File: config.mk
export PLATFORM = sky130hd
export DESIGN_NAME = memval_block_stats_flat
export DESIGN_NICKNAME = d
export VERILOG_FILES = /design/src/rtl/memval_block_stats_if.sv /design/src/rtl/memval_block_stats.sv /design/src/flat_wrapper.sv
export SDC_FILE = /design/constraint.sdc
export NUM_CORES = 1
export LEC_CHECK = 0
export BUFFER_PORTS_ARGS = -buffer_cell sky130_fd_sc_hd__buf_2
export CAP_MARGIN = 10
export CELL_PAD_IN_SITES_DETAIL_PLACEMENT = 1
export CELL_PAD_IN_SITES_GLOBAL_PLACEMENT = 2
export CORE_MARGIN = 5
export CORE_UTILIZATION = 35
export DETAILED_ROUTE_END_ITERATION = 7
export PLACE_DENSITY_LB_ADDON = 0.1
export SYNTH_ARGS = -nofsm -noshare
export SYNTH_HDL_FRONTEND = slang
export SYNTH_SLANG_ARGS = --single-unit
export TNS_END_PERCENT = 1
File: constraint.sdc
create_clock -name clk -period 3.3 [get_ports clk]
set_clock_uncertainty 0.2 [all_clocks]
set_input_delay 0.165 -clock clk [delete_from_list [all_inputs] [get_ports clk]]
set_output_delay 0.165 -clock clk [all_outputs]
set_load 0.05 [all_outputs]
File: src/rtl/memval_block_stats_if.sv
// rtl/memval_block_stats_if.sv - block-read word stream and statistics result bundle
//
// Purpose: groups the word stream, the block-read strobe and the result handshake
// of memval_block_stats into one bundle.
//   slave  : the statistics block (consumes words, drives the result)
//   master : the environment (multiplier side plus result consumer)
// Signals:
//   EN_blockRead  starts a block (same strobe the multiplier receives)
//   VALID_memVal  word strobe, memVal_data word payload
//   RDY_stats     block idle, VALID_stats result held
//   EN_statsAck   consumer takes the result
//   stats_sum/min/max/count/partial  result fields, overrun sticky error

interface memval_block_stats_if #(
    parameter int DATA_W = 16,
    parameter int ADDR_W = 6
);
    logic                     EN_blockRead;
    logic                     VALID_memVal;
    logic [DATA_W-1:0]        memVal_data;
    logic                     RDY_stats;
    logic                     VALID_stats;
    logic                     EN_statsAck;
    logic [DATA_W+ADDR_W-1:0] stats_sum;
    logic [DATA_W-1:0]        stats_min;
    logic [DATA_W-1:0]        stats_max;
    logic [ADDR_W:0]          stats_count;
    logic                     stats_partial;
    logic                     overrun;

    modport slave (
        input  EN_blockRead, VALID_memVal, memVal_data, EN_statsAck,
        output RDY_stats, VALID_stats, stats_sum, stats_min, stats_max,
               stats_count, stats_partial, overrun
    );

    modport master (
        output EN_blockRead, VALID_memVal, memVal_data, EN_statsAck,
        input  RDY_stats, VALID_stats, stats_sum, stats_min, stats_max,
               stats_count, stats_partial, overrun
    );
endinterface

File: src/rtl/memval_block_stats.sv
// rtl/memval_block_stats.sv - per-block sum/min/max/count reducer for the block-read word stream
//
// Purpose: after each EN_blockRead, accumulates the words of one memory block and
// presents sum, minimum, maximum and count behind a valid/ack handshake. A block
// ends when BLOCK_LEN words are accepted or after TIMEOUT consecutive idle cycles
// (partial result). A block-read request while busy raises the sticky overrun flag.
// Ports:
//   clk  rising-edge clock
//   rst  synchronous active-low reset
//   bus  memval_block_stats_if slave modport (stream in, result out)

module memval_block_stats #(
    parameter int DATA_W    = 16,
    parameter int ADDR_W    = 6,
    parameter int BLOCK_LEN = 64,
    parameter int TIMEOUT   = 16
) (
    input  logic                  clk,
    input  logic                  rst,
    memval_block_stats_if.slave   bus
);

    localparam int SUM_W = DATA_W + ADDR_W;
    localparam int CNT_W = ADDR_W + 1;
    localparam int TMR_W = (TIMEOUT > 1) ? $clog2(TIMEOUT) : 1;

    typedef enum logic [1:0] {
        IDLE    = 2'd0,
        COLLECT = 2'd1,
        HOLD    = 2'd2
    } state_t;

    state_t state_q, state_d;

    // working accumulators for the block in progress
    logic [SUM_W-1:0]  acc_sum_q, acc_sum_d;
    logic [DATA_W-1:0] acc_min_q, acc_min_d;
    logic [DATA_W-1:0] acc_max_q, acc_max_d;
    logic [CNT_W-1:0]  acc_cnt_q, acc_cnt_d;
    logic [TMR_W-1:0]  idle_tmr_q, idle_tmr_d;

    // published result
    logic [SUM_W-1:0]  stats_sum_q, stats_sum_d;
    logic [DATA_W-1:0] stats_min_q, stats_min_d;
    logic [DATA_W-1:0] stats_max_q, stats_max_d;
    logic [CNT_W-1:0]  stats_count_q, stats_count_d;
    logic              stats_partial_q, stats_partial_d;
    logic              overrun_q, overrun_d;

    logic              clear_work;
    logic              load_stats;
    logic              load_partial;

    always_comb begin
        state_d         = state_q;
        acc_sum_d       = acc_sum_q;
        acc_min_d       = acc_min_q;
        acc_max_d       = acc_max_q;
        acc_cnt_d       = acc_cnt_q;
        idle_tmr_d      = idle_tmr_q;
        stats_sum_d     = stats_sum_q;
        stats_min_d     = stats_min_q;
        stats_max_d     = stats_max_q;
        stats_count_d   = stats_count_q;
        stats_partial_d = stats_partial_q;
        overrun_d       = overrun_q;
        clear_work      = 1'b0;
        load_stats      = 1'b0;
        load_partial    = 1'b0;

        unique case (state_q)
            IDLE: begin
                if (bus.EN_blockRead) begin
                    clear_work = 1'b1;
                    state_d    = COLLECT;
                end
            end

            COLLECT: begin
                if (bus.EN_blockRead) begin
                    // restart wins over any word presented in the same cycle
                    clear_work = 1'b1;
                    overrun_d  = 1'b1;
                end else if (bus.VALID_memVal) begin
                    acc_sum_d  = acc_sum_q + SUM_W'(bus.memVal_data);
                    acc_min_d  = (bus.memVal_data < acc_min_q) ? bus.memVal_data : acc_min_q;
                    acc_max_d  = (bus.memVal_data > acc_max_q) ? bus.memVal_data : acc_max_q;
                    acc_cnt_d  = acc_cnt_q + CNT_W'(1);
                    idle_tmr_d = '0;
                    if (acc_cnt_q == CNT_W'(BLOCK_LEN - 1)) begin
                        load_stats = 1'b1;
                        state_d    = HOLD;
                    end
                end else if (idle_tmr_q == TMR_W'(TIMEOUT - 1)) begin
                    // this is the TIMEOUT-th consecutive idle cycle
                    load_stats   = 1'b1;
                    load_partial = 1'b1;
                    state_d      = HOLD;
                end else begin
                    idle_tmr_d = idle_tmr_q + TMR_W'(1);
                end
            end

            HOLD: begin
                if (bus.EN_statsAck && bus.EN_blockRead) begin
                    // result consumed and next block started in one step
                    clear_work = 1'b1;
                    state_d    = COLLECT;
                end else if (bus.EN_statsAck) begin
                    state_d = IDLE;
                end else if (bus.EN_blockRead) begin
                    overrun_d = 1'b1;
                end
            end

            default: state_d = IDLE;
        endcase

        if (clear_work) begin
            acc_sum_d  = '0;
            acc_min_d  = '1;
            acc_max_d  = '0;
            acc_cnt_d  = '0;
            idle_tmr_d = '0;
        end

        // the _d values already include a word accepted in the closing cycle
        if (load_stats) begin
            stats_sum_d     = acc_sum_d;
            stats_min_d     = (acc_cnt_d == '0) ? '0 : acc_min_d;
            stats_max_d     = acc_max_d;
            stats_count_d   = acc_cnt_d;
            stats_partial_d = load_partial;
        end
    end

    always_ff @(posedge clk) begin
        if (!rst) begin
            state_q         <= IDLE;
            acc_sum_q       <= '0;
            acc_min_q       <= '0;
            acc_max_q       <= '0;
            acc_cnt_q       <= '0;
            idle_tmr_q      <= '0;
            stats_sum_q     <= '0;
            stats_min_q     <= '0;
            stats_max_q     <= '0;
            stats_count_q   <= '0;
            stats_partial_q <= 1'b0;
            overrun_q       <= 1'b0;
        end else begin
            state_q         <= state_d;
            acc_sum_q       <= acc_sum_d;
            acc_min_q       <= acc_min_d;
            acc_max_q       <= acc_max_d;
            acc_cnt_q       <= acc_cnt_d;
            idle_tmr_q      <= idle_tmr_d;
            stats_sum_q     <= stats_sum_d;
            stats_min_q     <= stats_min_d;
            stats_max_q     <= stats_max_d;
            stats_count_q   <= stats_count_d;
            stats_partial_q <= stats_partial_d;
            overrun_q       <= overrun_d;
        end
    end

    // ready is held low for as long as reset is asserted
    assign bus.RDY_stats     = rst && (state_q == IDLE);
    assign bus.VALID_stats   = (state_q == HOLD);
    assign bus.stats_sum     = stats_sum_q;
    assign bus.stats_min     = stats_min_q;
    assign bus.stats_max     = stats_max_q;
    assign bus.stats_count   = stats_count_q;
    assign bus.stats_partial = stats_partial_q;
    assign bus.overrun       = overrun_q;

endmodule

File: src/flat_wrapper.sv
// flat-port wrapper written by rule: the top's interface ports become plain ports
module memval_block_stats_flat 
#(
    parameter int DATA_W    = 16,
    parameter int ADDR_W    = 6,
    parameter int BLOCK_LEN = 64,
    parameter int TIMEOUT   = 16
)
  (clk, rst, bus_EN_blockRead, bus_VALID_memVal, bus_memVal_data, bus_EN_statsAck, bus_RDY_stats, bus_VALID_stats, bus_stats_sum, bus_stats_min, bus_stats_max, bus_stats_count, bus_stats_partial, bus_overrun);
  memval_block_stats_if #(.DATA_W(DATA_W), .ADDR_W(ADDR_W)) bus_i ();
  input  logic clk;
  input  logic rst;
  input wire logic [$bits(bus_i.EN_blockRead)-1:0] bus_EN_blockRead;
  input wire logic [$bits(bus_i.VALID_memVal)-1:0] bus_VALID_memVal;
  input wire logic [$bits(bus_i.memVal_data)-1:0] bus_memVal_data;
  input wire logic [$bits(bus_i.EN_statsAck)-1:0] bus_EN_statsAck;
  output wire logic [$bits(bus_i.RDY_stats)-1:0] bus_RDY_stats;
  output wire logic [$bits(bus_i.VALID_stats)-1:0] bus_VALID_stats;
  output wire logic [$bits(bus_i.stats_sum)-1:0] bus_stats_sum;
  output wire logic [$bits(bus_i.stats_min)-1:0] bus_stats_min;
  output wire logic [$bits(bus_i.stats_max)-1:0] bus_stats_max;
  output wire logic [$bits(bus_i.stats_count)-1:0] bus_stats_count;
  output wire logic [$bits(bus_i.stats_partial)-1:0] bus_stats_partial;
  output wire logic [$bits(bus_i.overrun)-1:0] bus_overrun;
  assign bus_i.EN_blockRead = bus_EN_blockRead;
  assign bus_i.VALID_memVal = bus_VALID_memVal;
  assign bus_i.memVal_data = bus_memVal_data;
  assign bus_i.EN_statsAck = bus_EN_statsAck;
  assign bus_RDY_stats = bus_i.RDY_stats;
  assign bus_VALID_stats = bus_i.VALID_stats;
  assign bus_stats_sum = bus_i.stats_sum;
  assign bus_stats_min = bus_i.stats_min;
  assign bus_stats_max = bus_i.stats_max;
  assign bus_stats_count = bus_i.stats_count;
  assign bus_stats_partial = bus_i.stats_partial;
  assign bus_overrun = bus_i.overrun;
  memval_block_stats #(.DATA_W(DATA_W), .ADDR_W(ADDR_W), .BLOCK_LEN(BLOCK_LEN), .TIMEOUT(TIMEOUT)) u_core (.clk(clk), .rst(rst), .bus(bus_i));
endmodule
==> key figures <==
Status
  • Status: finished clean

Logic synthesis
  • Top-area cell type share of the netlist area: 37.80%
  • Area contributors post-synth: dfxtp_1 (38%), ha_1 (8.9%), a21oi_1 (6.0%)
  • Syn Inst Count: 810
  • Seq cells post-synth: 130
  • Most instantiated library cell after synthesis: dfxtp_1
  • Yosys warns: 0
  • Synth unique cells: 65
  • Post-synth top cells: dfxtp_1 (130), nor2_1 (89), a21oi_1 (82), nand2_1 (65), o21ai_0 (54)
  • Asr flop ratio synth: 0%
  • Number of synthesized flops with an enable pin: 0
  • Prevailing post-synth register cell: dfxtp_1
  • Sequential element share of the synthesized area: 37.80%
  • Post-Syn Area: 0.006884 mm2
  • Syn_nets: 881
  • Syn_area_per_cell: 8.499 um2
  • Largest area contributor in the netlist: dfxtp_1

Floorplan
  • Core Area: 0.01940 mm2
  • Die extent in y: 150.2 um
  • IO Pins: 86
  • Die X: 150.2 um
  • Std cell rows: 51
  • Initial core utilization: 35.49%
  • Die area: 0.02257 mm2

Clock network
  • Clk buf depth: 2
  • Clk root buf: clkbuf_16
  • CTS tree: done
  • Total CTS buffers: 17
  • Post-CTS Setup Bufs: 0
  • Later-pin clock latency in the skew report: 0.42 ns
  • CTS HTree Levels: 4
  • Worst-path clk slew: 0.05 ns
  • # clock sinks: 130

Worst hold path
  • Hold depth: 3
  • Hold Path Class: primary input to register

Power
  • Lkg Pwr: 3.518 nW
  • Maximum vdd drop: 0.3712 mV
  • Power Density: 473.1 mW/mm2

Placement
  • Placed Area: 0.007500 mm2
  • Placed wire-length estimate: 15880 um
  • PortBufs: 85
  • Routability congestion estimate: 0.8093
  • Cells after DPL: 1130

Setup path
  • CP arrival: 2.89 ns
  • Crit Path Class: primary input to register
  • Critical Path End Type: register
  • FF-to-FF path depth: 10
  • Crit path max fanout: 9
  • Crit path launch type: primary input
  • Worst Path Required: 3.35 ns

STA
  • FMAX: 352.2 MHz
  • Minimum clock period: 2.839 ns
  • Least-Margin Pin Slew: 0.7604 ns
  • Setup TNS Final: 0 ns
  • Fin. Hold Viols: 0
  • Max_slew headroom: 49.13%
  • Hold slack: 0.02646 ns
  • Fin. max-slew vios: 0
  • RSZ-0062 raised after global routing: false
  • Final setup vio count: 0
  • Final worst-path cycle share: 86.04%

Global routing
  • Antenna violations before repair: 0
  • GR Overflow Total: 0
  • GRT Total Usage: 19.69%
  • Vias in the first global route: 6448
  • Largest net degree at the start of global routing: 42
  • First-pass GRT wire length: 34540 um

Routing
  • DR vias: 6157
  • Vias per std cell: 5.231
  • Drt first pass iters: 4
  • Drt wl/cell: 18.23 um
  • Final WL: 21460 um
  • Antenna Nets Post-Route: 0
  • Starting DRT DRC Count: 209
  • # DRC: 0

Cells and area
  • Area Growth Syn to Fin: 20.07%
  • Final instance area: 0.008265 mm2
  • # nets final: 972
  • Number of diodes: 0
  • Share of post-route cells with drive strength above 1: 17.00%
  • Non-filler cells, final: 1177

Job
  • Max Cap Violations: 0
kinds of logic (layout without fill, tap and decap cells):
group | Yosys count | after routing | share of synthesized area, %
buf+inv | 92 | 194 | 6.452
compound gates | 227 | 227 | 21.19
xor+xnor | 23 | 23 | 2.926
mux | 25 | 25 | 3.635
flops | 130 | 130 | 37.80
simple gates | 263 | 263 | 18.79
fa+ha+maj | 50 | 50 | 9.197
repair_timing:
action                                 4_1_cts  5_1_grt
gates resized for setup                      0        0
hold buffers                                17        0
endpoints found under the hold margin       33        0
worst max-delay path, stage by stage:
cell           delay, ns
dlygate4sd3_1       0.53
buf_2               0.20
ha_1                0.33
a21o_1              0.16
a21oi_1             0.16
o21ai_0             0.10
a21o_1              0.18
o21ai_4             0.35
buf_4               0.28
mux2i_1             0.26
a41oi_1             0.15
per-stage QoR:
| step | setup slack (ns) | power [W] | utilization, % |
|---|---|---|---|
| after global routing | 0.1959 | 0.004071 | 42.61 |
| after global placement | 0.6004 | 0.001981 | 38.66 |
| after CTS | 0.4591 | 0.003966 | 42.61 |
| after detailed placement | 0.5745 | 0.001993 | 38.66 |
| after floorplan | 0.9245 | 0.001869 | - |
| final | 0.4606 | 0.003911 | 42.61 |
area by class of cell:
cell class,count,area [um2]
timing repair buffer,120,730.7
sequential,130,2603
tap,265,331.6
clock buffer,25,495.5
multi-input combinational,588,3840
fill,2388,11130
clock inverter,5,100.1
inverter,44,165.2
layout by cell type (no fill, tap or decap), types with 4 or more instances in the layout:
cell type,n
and3_1,5
xor2_1,12
nor2b_1,8
a41oi_1,14
inv_1,44
and2_1,16
a31oi_1,6
ha_1,49
or3_1,5
buf_4,18
dlygate4sd3_1,17
nor3_1,15
xnor2_1,11
o22a_1,6
mux2i_1,25
nand3_1,28
o21ai_0,54
nand2b_1,5
a21o_1,6
nor2_1,89
a211oi_1,7
nand2_2,4
nand2_1,65
o311ai_0,6
o211ai_1,7
o311ai_1,8
a21oi_1,82
clkbuf_8,4
clkbuf_1,4
nor3b_1,5
dfxtp_1,130
nand4_1,4
clkbuf_16,17
o21bai_1,4
buf_2,85
routing by layer:
layer / vias up / wire (um) / GRT usage [%]
li1: 3048 / - / -
met1: 2970 / 9999 / 25.27
met2: 114 / 10410 / 33.79
met3: 25 / 702 / 2.980
met4: 0 / 344 / 6.679
met5: - / 0 / 0
worst paths after layout:
check | from | endpoint | slack (ns)
hold reg to reg | u_core.bus.overrun | u_core.bus.overrun | 0.24
hold / removal | bus_memVal_data[9] | u_core.acc_max_q[9] | 0.03
setup reg to reg | u_core.acc_max_q[5] | u_core.bus.stats_max[10] | 0.59
setup / recovery | bus_memVal_data[14] | u_core.bus.stats_max[10] | 0.46
sequential cells by signal, summed over array words and instances, names as in the netlist, 2 cells and up:
register and flops:
u_core.acc_sum_q 22, u_core.acc_min_q 16, u_core.acc_max_q 16, u_core.bus.stats_min 16, u_core.bus.stats_max 16, u_core.bus.stats_sum 22, u_core.acc_cnt_q 7, u_core.idle_tmr_q 4
u_core.bus.stats_count 7, u_core.state_q 2
power by group:
group	internal [W]	total (W)	leakage, nW	switching, W
clock network	0.00126	0.00194	0.293	0.000680
registers	0.00159	0.00161	1.05	0.0000117
logic	0.000131	0.000366	2.17	0.000235
total	0.00298	0.00391	3.52	0.000927
No activity file was read; power rests on OpenSTA's default activity.
